==> src/rtl/decode_execute_register_pkg.sv <==
// Shared processor types used by the ID/EX and later stage registers.
// Holds the ALU opcode type and the control-bit bundle carried through stages.
package decode_execute_register_pkg;

   localparam int ALU_OP_W = 4;
   localparam int BCNT_W   = 16;

   typedef logic [ALU_OP_W-1:0] alu_op_t;

   typedef struct packed {
      alu_op_t alu_op;
      logic    alu_src;
      logic    mem_read;
      logic    mem_write;
      logic    reg_write;
   } ctrl_t;

   localparam ctrl_t CTRL_NOP = '{
      alu_op:    '0,
      alu_src:   1'b0,
      mem_read:  1'b0,
      mem_write: 1'b0,
      reg_write: 1'b0
   };

endpackage

==> src/rtl/decode_execute_register_hazard_detect.sv <==
// Load-use hazard comparator between the instruction in EX and the one in ID.
// Purely combinational; register 0 is writable so it gets no exemption.
import decode_execute_register_pkg::*;

module hazard_detect #(
   parameter int D = 5
) (
   input  logic         id_valid,
   input  logic         ex_valid,
   input  logic         ex_mem_read,
   input  logic [D-1:0] ex_rd,
   input  logic [D-1:0] id_rs1,
   input  logic [D-1:0] id_rs2,
   output logic         hazard
);

   logic rs_match;

   // a pending load whose destination feeds either source of decode
   always_comb begin
      rs_match = (ex_rd == id_rs1) | (ex_rd == id_rs2);
      hazard   = id_valid & ex_valid & ex_mem_read & rs_match;
   end

endmodule

==> src/rtl/decode_execute_register.sv <==
// ID/EX pipeline register with load-use bubble insertion and a bubble counter.
// Priority each cycle: reset, stall_in, flush, hazard, then normal capture.
import decode_execute_register_pkg::*;

module decode_execute_register #(
   parameter int D = 5,
   parameter int W = 32
) (
   input  logic                clk,
   input  logic                reset,
   input  logic                flush,
   input  logic                stall_in,
   input  logic                id_valid,
   input  logic [D-1:0]        id_rs1,
   input  logic [D-1:0]        id_rs2,
   input  logic [D-1:0]        id_rd,
   input  logic [W-1:0]        id_read_data1,
   input  logic [W-1:0]        id_read_data2,
   input  logic [W-1:0]        id_imm,
   input  logic [ALU_OP_W-1:0] id_alu_op,
   input  logic                id_alu_src,
   input  logic                id_mem_read,
   input  logic                id_mem_write,
   input  logic                id_reg_write,
   output logic                ex_valid,
   output logic [D-1:0]        ex_rd,
   output logic [W-1:0]        ex_read_data1,
   output logic [W-1:0]        ex_read_data2,
   output logic [W-1:0]        ex_imm,
   output logic [ALU_OP_W-1:0] ex_alu_op,
   output logic                ex_alu_src,
   output logic                ex_mem_read,
   output logic                ex_mem_write,
   output logic                ex_reg_write,
   output logic                hazard_stall,
   output logic [BCNT_W-1:0]   bubble_count
);

   localparam logic [BCNT_W-1:0] BCNT_MAX = '1;

   logic              valid_q;
   logic [D-1:0]      rd_q;
   logic [W-1:0]      data1_q;
   logic [W-1:0]      data2_q;
   logic [W-1:0]      imm_q;
   ctrl_t             ctrl_q;
   logic [BCNT_W-1:0] bubble_cnt;
   ctrl_t             id_ctrl;
   logic              hazard;

   hazard_detect #(.D(D)) u_hazard (
      .id_valid    (id_valid),
      .ex_valid    (valid_q),
      .ex_mem_read (ctrl_q.mem_read),
      .ex_rd       (rd_q),
      .id_rs1      (id_rs1),
      .id_rs2      (id_rs2),
      .hazard      (hazard)
   );

   // bundle the decoded control bits for a single-field capture
   always_comb begin
      id_ctrl           = CTRL_NOP;
      id_ctrl.alu_op    = id_alu_op;
      id_ctrl.alu_src   = id_alu_src;
      id_ctrl.mem_read  = id_mem_read;
      id_ctrl.mem_write = id_mem_write;
      id_ctrl.reg_write = id_reg_write;
   end

   // stage contents: bubble on reset/flush/hazard, hold on stall, else capture
   always_ff @(posedge clk) begin
      if (reset || (!stall_in && (flush || hazard))) begin
         valid_q <= 1'b0;
         rd_q    <= '0;
         data1_q <= '0;
         data2_q <= '0;
         imm_q   <= '0;
         ctrl_q  <= CTRL_NOP;
      end else if (!stall_in) begin
         valid_q <= id_valid;
         rd_q    <= id_rd;
         data1_q <= id_read_data1;
         data2_q <= id_read_data2;
         imm_q   <= id_imm;
         ctrl_q  <= id_ctrl;
      end
   end

   // count only hazard bubbles; a coincident flush owns the bubble
   always_ff @(posedge clk) begin
      if (reset) begin
         bubble_cnt <= '0;
      end else if (!stall_in && !flush && hazard) begin
         if (bubble_cnt != BCNT_MAX) begin
            bubble_cnt <= bubble_cnt + 1'b1;
         end
      end
   end

   assign ex_valid      = valid_q;
   assign ex_rd         = rd_q;
   assign ex_read_data1 = data1_q;
   assign ex_read_data2 = data2_q;
   assign ex_imm        = imm_q;
   assign ex_alu_op     = ctrl_q.alu_op;
   assign ex_alu_src    = ctrl_q.alu_src;
   assign ex_mem_read   = ctrl_q.mem_read;
   assign ex_mem_write  = ctrl_q.mem_write;
   assign ex_reg_write  = ctrl_q.reg_write;
   assign hazard_stall  = hazard;
   assign bubble_count  = bubble_cnt;

endmodule
==> config.mk <==
export PLATFORM = sky130hd
export DESIGN_NAME = decode_execute_register
export DESIGN_NICKNAME = d
export VERILOG_FILES = /design/src/rtl/decode_execute_register_pkg.sv /design/src/rtl/decode_execute_register_hazard_detect.sv /design/src/rtl/decode_execute_register.sv
export SDC_FILE = /design/constraint.sdc
export NUM_CORES = 1
export LEC_CHECK = 0
export ABC_CLOCK_PERIOD_IN_PS = 2200
export CORE_UTILIZATION = 38
export DETAILED_ROUTE_END_ITERATION = 16
export PLACE_DENSITY = 0.88
export SETUP_SLACK_MARGIN = 0.4
export SLEW_MARGIN = 25
export SYNTH_ARGS = -nofsm -noshare
export SYNTH_HDL_FRONTEND = slang
export SYNTH_SLANG_ARGS = --single-unit
==> constraint.sdc <==
create_clock -name clk -period 2.2 [get_ports clk]
set_clock_uncertainty 0.1 [all_clocks]
set_input_delay 0.22 -clock clk [delete_from_list [all_inputs] [get_ports clk]]
set_output_delay 0.22 -clock clk [all_outputs]
set_load 0.1 [all_outputs]
### Yosys cells after proc, flatten, opt, wreduce, memory -nomap -nowiden

Cells that the tools add are included.

| storage, ports and cells | value |
|---|---|
| register bits after elaboration | 126 |
| logic and storage cells | 27 |
| output and inout port bits | 127 |
| input bits | 124 |

| cells by class | value |
|---|---|
| reduce and logical (&&, ||, !) cells | 8 |
| equal/unequal tests | 3 |
| bitwise gates (word level) | 4 |
| add/subtract/negate cells | 1 |

Operator list:

| cell | count |
|---|---|
| 16-bit by 1-bit adder with 16-bit output (second input constant) | 1 |
| 16-bit inequality test (second input constant) | 1 |
| 5-bit == test | 2 |
| 1-bit AND | 3 |
| 1-bit logical AND | 3 |
| 1-bit zero test | 2 |
| 1-bit logical OR | 2 |
| 2-bit AND reduction | 1 |
| 1-bit bitwise OR | 1 |

### Depth between registers and ports, before layout

Gate-level depths: netlist of run 1.

| depth | value |
|---|---|
| depth after elaboration | 6 |
| mapped depth | 7 |
| mapped depth without buffers | 6 |

### Cells and area by module

A second synthesis of run 1 with hierarchy kept.

| unflattened totals | value |
|---|---|
| cells, all modules | 475 |
| area total of the unflattened synthesis | 4,838.4 um^2 |

Modules (own cells, without submodules):

| module | area an instance (um^2) | seq. area each (um^2) | instances | cells an instance |
|---|---|---|---|---|
| decode_execute_register | 4,719.5 | 2,522.4 | 1 | 460 |
| hazard_detect | 118.9 | 0.0 | 1 | 15 |

### Worst setup path after synthesis of run 1

No wires, ideal clock.

| path | value |
|---|---|
| kind | reg-to-output |
| from | reg rd_q[2], in the netlist ex_rd[2] |
| to | out hazard_stall |
| arrival | 2.774 ns |
| stages on the path, launching flop included | 5 |
| setup slack | -0.894 ns |
| data required time | 1.880 ns |
| path buffers | 0 |
| path through | dfxtp_1 xnor2_1 nand3_1 o22a_1 nor2_1 |

| between the ends | value |
|---|---|
| word-level cells in the longest chain between the ends | 3 |
| elaborated cells between the ends (all ways) | 4 |
| classes of those cells | 2 x eq/ne; 2 x bitwise |

RTL lines:

| item | line | RTL |
|---|---|---|
| from (decl) | decode_execute_register.sv:42 | `logic [D-1:0] rd_q;` |
| from (signal assigned) | decode_execute_register.sv:82 | `rd_q <= id_rd;` |
| 5-bit == test | decode_execute_register_hazard_detect.sv:21 | `rs_match = (ex_rd == id_rs1) \| (ex_rd == id_rs2);` |
| 1-bit bitwise OR (*) | decode_execute_register_hazard_detect.sv:21 |  |
| 1-bit AND (*) | decode_execute_register_hazard_detect.sv:22 | `hazard = id_valid & ex_valid & ex_mem_read & rs_match;` |
| to (decl) | decode_execute_register.sv:35 | `output logic hazard_stall,` |

Mark *: on every way between the ends. The rest lies on a longest branch, timed or not.

### Worst setup path in the final report of run 1

| path | value |
|---|---|
| from | reg rd_q[1], in the netlist ex_rd[1] |
| to | reg bubble_cnt[9], in the netlist bubble_count[9] |

| between the ends | value |
|---|---|
| word-level cells in the longest chain between the ends | 5 |
| elaborated cells between the ends (all ways) | 6 |
| classes of those cells | 2 x eq/ne; 2 x bitwise; 2 x reduce/logical |

RTL lines:

| item | line | RTL |
|---|---|---|
| 5-bit == test | decode_execute_register_hazard_detect.sv:21 |  |
| 1-bit bitwise OR (*) | decode_execute_register_hazard_detect.sv:21 |  |
| 1-bit AND (*) | decode_execute_register_hazard_detect.sv:22 |  |
| 1-bit logical AND (*) | decode_execute_register.sv:94 | `end else if (!stall_in && !flush && hazard) begin` |
| 2-bit AND reduction (no line) (*) | -- |  |
| to (signal assigned) | decode_execute_register.sv:96 | `bubble_cnt <= bubble_cnt + 1'b1;` |
| to (decl) | decode_execute_register.sv:47 | `logic [BCNT_W-1:0] bubble_cnt;` |

Marked as above.
A chain may end at the register's enable or synchronous reset.

==> flow_summary.json, run 1 <==
{
  "crit_fanout": 6,
  "grt_usage_pct": 24.25,
  "netlist_area_um2": 4318,
  "nets": 787,
  "finalCritPeriodShare_pct": 96.56,
  "slowest_stage": "o32a_4",
  "hpwl_um": 9541,
  "r2r_slack_ns": 0.08,
  "use_met2_pct": 39.96,
  "placedCellCount": 748,
  "ys_warn_count": 0,
  "routedWlPerCell_um": 19.97,
  "pwr-share-seq_pct": 37.1,
  "ctsHoldBuffers": 0,
  "cts_root_buffer": "clkbuf_16",
  "synth-main-ff-cell": "dfxtp_1",
  "via_per_inst": 5.353,
  "cts_sinks": 126,
  "fin_tns_setup_ns": 0,
  "synth.distinct_cells": 38,
  "yosys.cell_count.top_type": "dfxtp_1",
  "final_cell_count_no_fill": 815,
  "drt_iter0_drc": 239,
  "crit_chain": "xnor2_2 > nand3_2 > o32a_4 > buf_4 > buf_6 > nor4_4 > mux2_4",
  "cts_max_level": 4,
  "maxSlewHeadroom_pct": 63.37,
  "clkTransAtPathRegs_ns": 0.06,
  "port_buffers": 250,
  "finalMaxSlewViolations": 0,
  "dieArea_um2": 11790,
  "worstSetupEndpoint": "bubble_count[9]",
  "startpoint_type": "flop",
  "fillers": 685,
  "arrival_ns": 2.31,
  "wirelength_um": 16280,
  "syn_avg_cell_area_um2": 11.61,
  "ant_nets": 0,
  "cp-end-kind": "flop",
  "cp.required_ns": 2.38,
  "drt-pass1-iter-count": 8,
  "busiest_layer": "met2",
  "met1_usage_pct": 28.89,
  "setup_viol": 0,
  "p_switching_w": 0.001858,
  "status": "finished clean",
  "grt_pass1_vias": 4203,
  "synth_cells": 372,
  "sw_frac_of_total_pct": 28.72,
  "die_w_um": 108.6,
  "worst-r2r-cell-count": 7,
  "ys_ff_latch": 126,
  "grt_overflow": 0,
  "ios": 251,
  "syn_to_final_growth_pct": 90.38,
  "cp_num_buf_inv": 2,
  "std_cell_rows": 38,
  "core_area_um2": 10940,
  "p_comb_share_pct": 18.5,
  "hold_viol": 0,
  "gr-usage-met3_pct": 8.499,
  "synth_common_cells": "dfxtp_1 (126), a22o_1 (110), clkbuf_1 (17)",
  "power.density_nw_per_um2": 786.9,
  "place_congestion": 0.8641,
  "crit_start": "ex_rd[1]",
  "die_h_um": 108.6,
  "antenna_cells": 0,
  "antenna_found_initial": 0,
  "cts_tree": "yes",
  "p_int_w": 0.004611,
  "hold_path_class": "primary input to flop",
  "period_minus_slack_ns": 2.124,
  "p_leak_nw": 3.472,
  "initial_core_util_pct": 39.49,
  "rr_startpoint": "ex_rd[1]",
  "clk_latency_ns": 0.40,
  "path_class": "flop to flop",
  "grt_max_degree": 65,
  "drc": 0,
  "maxCapViolCount": 0,
  "r2r_end": "bubble_count[9]",
  "grt_pass1_wl_um": 21690,
  "cts_buffer_depth": 2,
  "p_clk_share_pct": 44.3,
  "synth_top_area_share_pct": 58.42,
  "ir_worst_vdd_uv": 570.1,
  "cp_num_cells": 7,
  "async_reset_ff_share_pct": 0,
  "ys_seq_area_share_pct": 58.42,
  "tightest_slew_ns": 0.5452,
  "synth_nets": 497,
  "cts_buffers": 17,
  "num_vias": 4363,
  "fmax_mhz": 470.7,
  "slowest_delay_ns": 0.42,
  "layout-drive-gt1-share_pct": 40.89,
  "rsz0062_at_grt": "yes",
  "synth.largest_area_cell": "dfxtp_1",
  "critPathTopFamily": "compound AO/OA/AOI/OAI gates",
  "synth_area_leaders": "dfxtp_1 (58%), a22o_1 (22%), xnor2_1 (2.0%), mux2_2 (1.8%), clkbuf_1 (1.5%)",
  "synth-edff-count": 0
}
power by group through the flow:
| stage | combinational [W] | clock, W | sequential (W) |
|---|---|---|---|
| after floorplan | 0.000159 | 0 | 0.00301 |
| after global placement | 0.00111 | 0 | 0.00244 |
| after detailed placement | 0.00112 | 0 | 0.00244 |
| after CTS | 0.00117 | 0.00290 | 0.00240 |
| after global routing | 0.00124 | 0.00302 | 0.00241 |
| final | 0.00120 | 0.00287 | 0.00240 |
sequential cells by signal, indices dropped and copies added, names as in the netlist:
signal / flops
bubble_count: 16
ex_alu_op: 4
ex_alu_src: 1
ex_imm: 32
ex_mem_read: 1
ex_mem_write: 1
ex_rd: 5
ex_read_data1: 32
ex_read_data2: 32
ex_reg_write: 1
ex_valid: 1
worst reg2reg max path, cell delays in order, from the launching register on:
cell and delay [ns]:
dfxtp_4 0.37, xnor2_2 0.17, nand3_2 0.10, o32a_4 0.42, buf_4 0.16, buf_6 0.12
nor4_4 0.23, mux2_4 0.34
cell usage in the layout (no fill, tap or decap), drive strengths merged, types with 2 or more instances in the layout:
cell type      instances
nor4                   4
inv                    5
clkbuf                24
and3                   2
nor3                   9
buf                  172
o21ai                  3
dfxtp                126
mux2                   9
o21a                   2
bufinv                 2
or4                    2
nor2b                 10
nor4b                  2
nand2                  8
a22o                 110
nand4                  4
clkinv                 4
nand3                  8
nand2b                 2
clkinvlp               2
clkdlybuf4s50        123
a21oi                  2
o31a                   2
xnor2                 10
nor2                  14
and2                   2
area by class of cell:
type / count / area (um^2) / area share (%)
clock buffers: 21 / 491.7 / 5.982
clock inverters: 11 / 126.4 / 1.537
inverters: 2 / 7.507 / 0.09132
multi-input cells: 216 / 1962 / 23.87
flip-flops and latches: 126 / 2594 / 31.55
well taps: 140 / 175.2 / 2.131
repair buffers: 299 / 2864 / 34.84
through the flow:
step / hold WS (ns) / utilization [%] / instance area (um^2) / setup slack (ns) / power, W
3_5_place_dp: 0.3573 / 62.69 / 6855 / -0.2164 / 0.003567
3_3_place_gp: 0.3580 / 62.69 / 6855 / -0.1851 / 0.003552
4_1_cts: 0.3098 / 70.68 / 7729 / 0.1045 / 0.006473
2_1_floorplan: 0.2584 / - / 4518 / 0.09213 / 0.003166
6_report: 0.3214 / 75.17 / 8220 / 0.07558 / 0.006468
5_1_grt: 0.3173 / 75.17 / 8220 / 0.05099 / 0.006662
per-layer routing:
layer	vias up	routed length, um	part of all wire, %
met2	232	8158	50
met1	2104	6321	39
met5	-	0	0
met3	24	1486	9.1
met4	0	308	1.9
li1	2003	-	-
worst min path at each step:
stage | slack, ns | start | endpoint | cells after the start
global placement | 0.36 | ex_imm[7] | ex_imm[7] | 1
floorplan | 0.26 | id_mem_read | ex_mem_read | 1
finish | 0.32 | id_read_data2[13] | ex_read_data2[13] | 2
CTS | 0.31 | id_imm[6] | ex_imm[6] | 2
detailed placement | 0.36 | ex_read_data1[6] | ex_read_data1[6] | 1
global route | 0.32 | id_read_data2[12] | ex_read_data2[12] | 2
repair_timing:
item,CTS,global route
buffers inserted,6,19
gates resized for setup,11,50
pin swaps,6,19
gates cloned,5,5
endpoints found under the setup margin,127,127
logic make-up (layout without fill, tap and decap cells):
kind of cell,count (synthesis),after routing,synth area share (%)
buffers and inverters,32,333,3.303
multiplexers,9,9,2.347
AO/OA/AOI/OAI,124,125,24.69
AND/OR/NAND/NOR,70,71,8.925
adder cells (fa/ha/maj),1,1,0.2897
XOR/XNOR,10,10,2.028
flip-flops,126,126,58.42
Power figures use the tool's default switching activity.
==> run 2: changes to the inputs <==
--- a/config.mk
+++ b/config.mk
@@ -10,7 +10,6 @@
 export DETAILED_ROUTE_END_ITERATION = 16
 export PLACE_DENSITY = 0.88
 export SETUP_SLACK_MARGIN = 0.4
-export SLEW_MARGIN = 25
 export SYNTH_ARGS = -nofsm -noshare
 export SYNTH_HDL_FRONTEND = slang
 export SYNTH_SLANG_ARGS = --single-unit
==> results of run 2 <==
Final layout, timing and power as in run 1 (identical DEF).
==> run 3: changes to the inputs <==
--- a/config.mk
+++ b/config.mk
@@ -5,10 +5,10 @@
 export SDC_FILE = /design/constraint.sdc
 export NUM_CORES = 1
 export LEC_CHECK = 0
-export ABC_CLOCK_PERIOD_IN_PS = 2200
-export CORE_UTILIZATION = 38
+export ABC_CLOCK_PERIOD_IN_PS = 1910
+export CORE_UTILIZATION = 34
 export DETAILED_ROUTE_END_ITERATION = 16
-export PLACE_DENSITY = 0.88
+export PLACE_DENSITY = 0.83
 export SETUP_SLACK_MARGIN = 0.4
 export SYNTH_ARGS = -nofsm -noshare
 export SYNTH_HDL_FRONTEND = slang
==> constraint.sdc (replaced) <==
create_clock -name clk -period 1.91 [get_ports clk]
set_clock_uncertainty 0.1 [all_clocks]
set_input_delay 0.191 -clock clk [delete_from_list [all_inputs] [get_ports clk]]
set_output_delay 0.191 -clock clk [all_outputs]
set_load 0.1 [all_outputs]
==> run 3 against run 2 <==
Against the previous run: clock power grew 11%; non-clock buffer count shrank 3; the flow now finishes with violations (negative setup slack); die area grew 12%; worst hold slack lost 0.041 ns; wire length shrank 8.7%; critical path depth grew 1.
==> flow_summary.json, run 3 (synthesized netlist as in run 1, its figures left out) <==
{
  "grt_pass1_vias": 4214,
  "cts_buffers": 17,
  "cts_max_level": 4,
  "place_congestion": 0.7918,
  "p_leak_nw": 3.423,
  "die_h_um": 114.7,
  "finalMaxSlewViolations": 0,
  "place_area_um2": 6998,
  "fin_util_pct": 66.39,
  "finalCritPeriodShare_pct": 111.9,
  "tightest_slew_ns": 0.4113,
  "std_cell_rows": 40,
  "setup_viol": 127,
  "cp.required_ns": 1.62,
  "critPathTopFamily": "buffers and inverters",
  "status": "finished, violations left",
  "design_area_um2": 8108,
  "ios": 251,
  "final_common_cell": "buf_4",
  "fmax_mhz": 467.7,
  "core_area_um2": 12210,
  "grt_overflow": 0,
  "via_per_inst": 5.079,
  "wirelength_um": 14850,
  "port_buffers": 250,
  "grt_pass1_wl_um": 21470,
  "cts_sinks": 126,
  "drt_iter0_drc": 230,
  "num_vias": 4256,
  "pre_cts_ws_ns": -0.4700,
  "slowest_delay_ns": 0.34,
  "crit_fanout": 2,
  "syn_to_final_growth_pct": 87.77,
  "maxSlewHeadroom_pct": 72.46,
  "failed_checks": "negative setup slack",
  "routedWlPerCell_um": 17.73,
  "rsz0062_at_grt": "yes",
  "startpoint_type": "flop",
  "cts_root_buffer": "clkbuf_16",
  "crit_chain": "buf_6 > xnor2_2 > nand3_2 > buf_6 > o22a_1 > buf_6 > nor2_4 > buf_12",
  "dieArea_um2": 13150,
  "grt_usage_pct": 21.33,
  "hold_viol": 0,
  "cts_tree": "yes",
  "initial_core_util_pct": 35.36,
  "nets": 782,
  "clk_latency_ns": 0.41,
  "cts_buffer_depth": 2,
  "grt_max_degree": 65,
  "period_minus_slack_ns": 2.138,
  "layout-drive-gt1-share_pct": 40.15,
  "ctsHoldBuffers": 0,
  "path_class": "flop to output port",
  "antenna_found_initial": 0,
  "maxCapViolCount": 0,
  "crit_top_cell": "buf_6",
  "ant_nets": 0,
  "cp-end-kind": "output port",
  "die_w_um": 114.7,
  "clkTransAtPathRegs_ns": 0.06,
  "layout_common_cells": "buf_4 (150), clkdlybuf4s50_1 (123), a22o_1 (110)",
  "power.density_nw_per_um2": 903.3,
  "hpwl_um": 9256,
  "ir_worst_vdd_uv": 700.2,
  "hold-worst-slack_ns": 0.2807,
  "fin_ws_ns": -0.2280,
  "cp_num_buf_inv": 4,
  "hold_path_class": "primary input to flop",
  "slowest_stage": "dfxtp_4",
  "arrival_ns": 1.85,
  "antenna_cells": 0,
  "drc": 0,
  "drt-pass1-iter-count": 4
}
==> run 3: layout make-up <==
| type | instances | area (um^2) |
|---|---|---|
| Clock buffer | 20 | 467.9 |
| Timing Repair Buffer | 296 | 2744 |
| Inverter | 2 | 7.507 |
| Tap cell | 168 | 210.2 |
| Clock inverter | 12 | 133.9 |
| Fill cell | 883 | 4104 |
| Multi-Input combinational cell | 214 | 1951 |
| Sequential cell | 126 | 2594 |
==> run 3: stage by stage <==
stage	total power (W)	cells	TNS, ns
CTS	0.007361	834	-23.92
finish	0.007324	838	-22.52
global route	0.007563	838	-30.26
detailed placement	0.004117	791	-34.10
floorplan	0.003646	372	-3.299
global placement	0.004100	791	-29.29
==> run 3: report_power, final <==
group          leakage, nW  internal [W]  total [W]  switching (W)
combinational         2.08      0.000482    0.00136       0.000882
sequential            1.04       0.00270    0.00276      0.0000574
clock                0.296       0.00204    0.00320        0.00116
total                 3.42       0.00522    0.00732        0.00210
==> run 3: what timing repair did <==
item,CTS,global route
pin swaps,15,6
buffers inserted,8,2
cloned,3,2
setup endpoints to repair,128,128
hold endpoints to repair,0,0
resized for setup,48,17
==> run 3: final timing paths <==
check                                 startpoint               end  slack (ns)  cells after the start
worst min register to register  ex_read_data1[2]  ex_read_data1[2]        0.37                      1
worst max register to register          ex_rd[4]          ex_valid       -0.22                      9
worst min-delay path                  id_imm[24]        ex_imm[24]        0.28                      2
worst max-delay path                    ex_rd[4]      hazard_stall       -0.23                      8
==> run 3: worst reg2reg max path, delay by kind of cell (launching register included) <==
kind | cells | cell delay (ns)
AO/OA/AOI/OAI | 3 | 0.71
buffers and inverters | 4 | 0.62
XOR/XNOR | 1 | 0.14
AND/OR/NAND/NOR | 1 | 0.11
flip-flops | 1 | 0.34
==> run 3: routing by layer <==
metal,vias to the layer above,track usage [%],share of wire [%]
met5,-,0,0
met1,2032,24.22,39
met3,22,7.941,8.8
li1,1985,-,-
met2,217,36.16,50
met4,0,8.571,1.6
